`config.mk`:
```
export PLATFORM = sky130hd
export DESIGN_NAME = stereo_col_interp
export DESIGN_NICKNAME = d
export VERILOG_FILES = /design/src/rtl/stereo_pkg.sv /design/src/rtl/col_interp_pix.sv /design/src/rtl/stereo_col_interp.sv
export SDC_FILE = /design/constraint.sdc
export NUM_CORES = 1
export LEC_CHECK = 0
export CAP_MARGIN = 15
export CORE_ASPECT_RATIO = 0.6
export CORE_UTILIZATION = 52
export CTS_CLUSTER_SIZE = 12
export DETAILED_ROUTE_END_ITERATION = 8
export PLACE_DENSITY_LB_ADDON = 0.1
export SLEW_MARGIN = 20
export SYNTH_ARGS = -nofsm -noshare
export SYNTH_HDL_FRONTEND = slang
export SYNTH_HIERARCHICAL = 1
export SYNTH_SLANG_ARGS = --single-unit
```
`constraint.sdc`:
```
create_clock -name aclk -period 5.2 [get_ports aclk]
set_clock_uncertainty 0.05 [all_clocks]
set_input_delay 0.78 -clock aclk [delete_from_list [all_inputs] [get_ports aclk]]
set_output_delay 0.78 -clock aclk [all_outputs]
set_load 0.005 [all_outputs]
```
`src/rtl/stereo_pkg.sv`:
```
// stereo_pkg: shared defaults, mode encoding and FSM states for stereo column interpolation
package stereo_pkg;
  localparam int PIX_W_DEF = 8;
  localparam int N_PAIRS_DEF = 2;
  typedef enum logic {MODE_AVG, MODE_NEAREST} mode_t;
  typedef enum logic [1:0] {EMPTY, PEND, FLUSH} state_t;
endpackage

```
`src/rtl/col_interp_pix.sv`:
```
// col_interp_pix: one missing pixel from its neighbours, rounded average or nearest-previous
module col_interp_pix
  import stereo_pkg::*;
#(
  parameter int PIX_W = PIX_W_DEF
) (
  input  logic [PIX_W-1:0] prev,
  input  logic [PIX_W-1:0] nxt,
  input  logic             mode,
  output logic [PIX_W-1:0] pix
);
  always_comb pix = mode == MODE_NEAREST ? prev : PIX_W'(({1'b0, prev} + {1'b0, nxt} + (PIX_W+1)'(1)) >> 1);
endmodule

```
`src/rtl/stereo_col_interp.sv`:
```
// stereo_col_interp: splits an interleaved L/R stream into full-resolution left and right streams
module stereo_col_interp
  import stereo_pkg::*;
#(
  parameter  int PIX_W   = PIX_W_DEF,
  parameter  int N_PAIRS = N_PAIRS_DEF,
  localparam int LANES   = 2*N_PAIRS,
  localparam int DATA_W  = LANES*PIX_W
) (
  input  logic              aclk,
  input  logic              areset,
  input  logic              mode,
  input  logic [DATA_W-1:0] s_axis_lr_tdata,
  input  logic              s_axis_lr_tvalid,
  output logic              s_axis_lr_tready,
  input  logic              s_axis_lr_tlast,
  input  logic              s_axis_lr_tuser,
  output logic [DATA_W-1:0] m_axis_l_tdata,
  output logic              m_axis_l_tvalid,
  input  logic              m_axis_l_tready,
  output logic              m_axis_l_tlast,
  output logic              m_axis_l_tuser,
  output logic [DATA_W-1:0] m_axis_r_tdata,
  output logic              m_axis_r_tvalid,
  input  logic              m_axis_r_tready,
  output logic              m_axis_r_tlast,
  output logic              m_axis_r_tuser
);
  state_t state, state_nxt;
  logic [DATA_W-1:0] pend, l_nxt, r_nxt;
  logic [PIX_W-1:0] hist;
  logic pend_last, pend_user, pend_first, o_last, o_user, l_vld, r_vld, slot_ok, accept, load;
  always_comb slot_ok = (!l_vld || m_axis_l_tready) && (!r_vld || m_axis_r_tready);
  always_comb begin
    s_axis_lr_tready = !areset && state != FLUSH && (state == EMPTY || slot_ok);
    accept = s_axis_lr_tvalid && s_axis_lr_tready;
    load = (state == PEND && accept) || (state == FLUSH && slot_ok);
  end
  always_comb state_nxt = accept ? (s_axis_lr_tlast ? FLUSH : PEND) : (state == FLUSH && slot_ok ? EMPTY : state);
  always_ff @(posedge aclk) begin
    if (areset) begin
      state <= EMPTY;
      l_vld <= 1'b0;
      r_vld <= 1'b0;
    end else begin
      state <= state_nxt;
      l_vld <= load || (l_vld && !m_axis_l_tready);
      r_vld <= load || (r_vld && !m_axis_r_tready);
    end
  end
  always_ff @(posedge aclk) begin
    if (accept) begin
      pend <= s_axis_lr_tdata;
      pend_last <= s_axis_lr_tlast;
      pend_user <= s_axis_lr_tuser;
      pend_first <= state == EMPTY;
      hist <= pend[DATA_W-1 -: PIX_W];
    end
    if (load) begin
      m_axis_l_tdata <= l_nxt;
      m_axis_r_tdata <= r_nxt;
      o_last <= pend_last;
      o_user <= pend_user;
    end
  end
  for (genvar k = 0; k < LANES; k++) begin : g_lane
    logic [PIX_W-1:0] prev, nxt, ip;
    if (k % 2 == 1 && k == LANES-1) begin : g_l_edge
      assign prev = pend[(k-1)*PIX_W +: PIX_W];
      assign nxt = pend_last ? pend[(k-1)*PIX_W +: PIX_W] : s_axis_lr_tdata[PIX_W-1:0];
    end else if (k % 2 == 1) begin : g_l_mid
      assign prev = pend[(k-1)*PIX_W +: PIX_W];
      assign nxt = pend[(k+1)*PIX_W +: PIX_W];
    end else if (k == 0) begin : g_r_edge
      assign prev = pend_first ? pend[PIX_W +: PIX_W] : hist;
      assign nxt = pend[PIX_W +: PIX_W];
    end else begin : g_r_mid
      assign prev = pend[(k-1)*PIX_W +: PIX_W];
      assign nxt = pend[(k+1)*PIX_W +: PIX_W];
    end
    col_interp_pix #(.PIX_W(PIX_W)) u_pix (.prev(prev), .nxt(nxt), .mode(mode), .pix(ip));
    assign l_nxt[k*PIX_W +: PIX_W] = k % 2 == 1 ? ip : pend[k*PIX_W +: PIX_W];
    assign r_nxt[k*PIX_W +: PIX_W] = k % 2 == 1 ? pend[k*PIX_W +: PIX_W] : ip;
  end
  assign m_axis_l_tvalid = l_vld;
  assign m_axis_r_tvalid = r_vld;
  assign m_axis_l_tlast = o_last;
  assign m_axis_r_tlast = o_last;
  assign m_axis_l_tuser = o_user;
  assign m_axis_r_tuser = o_user;
endmodule
```
==> impl_metrics.toml <==
[layout]
fin_nets = 627
fillCellCount = 684
mostFrequentLayoutCells = "edfxtp_1 (109), clkdlybuf4s50_1 (109), a21oi_1 (38), o21ai_0 (31), ha_1 (28)"
synthToLayoutAreaGrowth_pct = 31.9
num_antenna_cells = 0
drive_above_1_share_pct = 10.2

[timing]
holdWs_ns = 0.370
hold_viol = 0
tightest_slew_ns = 0.895
setup_violations = 0
drv_slew = 0
period_share_pct = 58.0
setup_tns_ns = 0
max_freq_ghz = 0.332
period_minus_slack_ns = 3.02
rsz0062_at_grt = "no"
relSlewSlack_pct = 40.3

[logic_synthesis]
synth-edff-count = 109
async_flop_share_pct = 0
avgSynthCellArea_um2 = 12.8
ys_top_cells_by_area = "edfxtp_1 (59%), ha_1 (6.3%), mux2_2 (4.0%)"
synth_cell_types = 44
ys.flop_type = "edfxtp_1"
synthCells = 437
ys_ff_latch = 113
yosysTopAreaCellShare_pct = 58.5
synth_fp_nets = 509
yosysSeqAreaShare_pct = 59.9
ys_warn_count = 6
yosysTopAreaCell = "edfxtp_1"
syn_area_um2 = 5590

[floorplanning]
die_y_um = 82.3
placeableCoreArea_um2 = 10200
dieArea_um2 = 11200
start_util_pct = 55.1
ios = 111
fp-row-count = 28
die_w_um = 136

[grt]
grt-ovfl-total = 0
grt_pass1_vias = 3642
grt_usage_pct = 24.9
grt_start_max_net_pins = 67
grt_pass1_wl_um = 20000
antenna_found_initial = 0

[cts]
clock_sinks = 113
cts.root.buffer_cell = "clkbuf_16"
cts_tree = "done"
cts.repair.resized = 0
hold_buffers = 0
clk_latency_ns = 0.41
h-tree-depth = 4
clk_pin_slew_worst_paths_ns = 0.05
numCtsBuffers = 17
cts_setup_buffers = 0
clock_path_buffers = 2

[critical_path]
rr_startpoint = "pend_last"
critPathArrivalTime_ns = 2.19
critPathCaptureType = "output port"
critPathLaunchType = "primary input"
r2r-end = "m_axis_l_tdata[29]"
crit_slowest_cell = "clkdlybuf4s50_1"
r2r_cells = 6
reg2reg_setup_slack_ns = 2.66
crit_path_frequent_cell = "clkdlybuf4s50_1"
required_ns = 4.37
crit_fanout = 3
path_cells = "clkdlybuf4s50_1 -> nand2b_1 -> a31oi_1 -> nor2_1 -> clkdlybuf4s50_1"
worstSetupPathType = "in2out"
slowest_delay_ns = 0.45
crit_buf_inv = 2
crit_family = "buffers and inverters"

[detailed_routing]
dr.pass1.iters = 7
wirelength_um = 13100
vias = 4107
routedWlPerCell_um = 18.7
drc = 0
via_per_inst = 5.85
drtIter0Drc = 446
final_antenna_net_count = 0

[place]
io_buffers = 110
place.gp.congestion = 0.896
dp_hpwl_um = 8970

[min_path]
holdPathEnd = "m_axis_l_tuser"
hold_depth = 0
hold_path.class = "reg2reg"
hp-start = "pend_user"

[power]
ir_drop_mv = 0.293
p_leak_nw = 2.65
power_density_nw_per_um2 = 344

[run_status]
status = "finished clean"

[job]
drv_cap = 0
-- worst register-to-register path: cells and delay by family, from the launching register on --
| kind | cells | cell delay (ns) |
|---|---|---|
| AO/OA/AOI/OAI | 3 | 0.62 |
| flip-flops | 1 | 0.60 |
| multiplexers | 1 | 0.39 |
| adder cells (fa/ha/maj) | 1 | 0.34 |
| AND/OR/NAND/NOR | 1 | 0.29 |
-- per-stage QoR --
step	power [W]	instances	cell area [µm²]	setup WS, ns	utilization (%)
CTS	0.00254	702	7380	2.20	72.6
global placement	0.00145	671	6830	2.13	67.2
global route	0.00263	702	7380	2.12	72.6
finish	0.00254	702	7380	2.18	72.6
floorplan	0.00131	437	5590	0.450	-
detailed placement	0.00146	671	6830	2.00	67.2
-- area by class of cell --
class	instances	area, µm²	share of cell area (%)
Sequential cell	113	3350	45.4
Multi-Input combinational cell	297	2140	29.0
Timing Repair Buffer	113	1120	15.2
Clock buffer	18	429	5.82
Tap cell	135	169	2.29
Clock inverter	13	121	1.64
Inverter	13	48.8	0.661
-- kinds of logic after synthesis --
family	synth area share, %
and+or+nand+nor	11.7
AOI/OAI and AO/OA	12.6
DFF	59.9
buffers and inverters	2.06
xor gates and xnor gates	1.25
muxes	4.74
adders and majority gates	7.69
-- Yosys cell counts (all sizes together) (5+ instances only) --
cell,n
inv,13
ha,28
or2,7
nand2b,10
mux2,20
buf,7
nor3,8
a21oi,38
a2111oi,5
nor2,25
a21o,8
or4,5
a211oi,5
nand3,5
nor3b,13
nand2,15
nor2b,10
o21ai,35
edfxtp,109
clkbuf,7
-- layer usage --
| metal | wire length (µm) | vias to the layer above | global-route usage, % |
|---|---|---|---|
| met5 | 0 | - | 0 |
| met4 | 100 | 0 | 7.67 |
| met3 | 1270 | 16 | 7.39 |
| met2 | 5060 | 222 | 31.7 |
| met1 | 6660 | 1943 | 39.5 |
| li1 | - | 1926 | - |
-- flip-flops by register name (all words and copies together), names as in the netlist --
signal           flops
m_axis_l_tdata      32
m_axis_r_tdata      32
pend                32
hist                 8
state                2
m_axis_l_tlast       1
m_axis_l_tuser       1
m_axis_l_tvalid      1
m_axis_r_tvalid      1
pend_first           1
pend_last            1
pend_user            1
-- worst max-delay path by stage --
stage,slack [ns],end,from,depth (start not counted)
detailed placement,2.00,pend[9],m_axis_l_tready,5
floorplan,0.45,hist[0],m_axis_l_tready,3
CTS,2.20,s_axis_lr_tready,m_axis_l_tready,5
global route,2.12,s_axis_lr_tready,m_axis_l_tready,5
global placement,2.13,pend[0],m_axis_r_tready,5
finish,2.18,s_axis_lr_tready,m_axis_l_tready,5
-- where the power goes --
| part | switching [W] | internal (W) | total (W) |
|---|---|---|---|
| Sequential | 0.0000342 | 0.00107 | 0.00110 |
| Clock | 0.000396 | 0.000691 | 0.00109 |
| Combinational | 0.000174 | 0.000175 | 0.000348 |
| Total | 0.000604 | 0.00193 | 0.00254 |
Note: power is estimated with default switching activity, not from simulation.
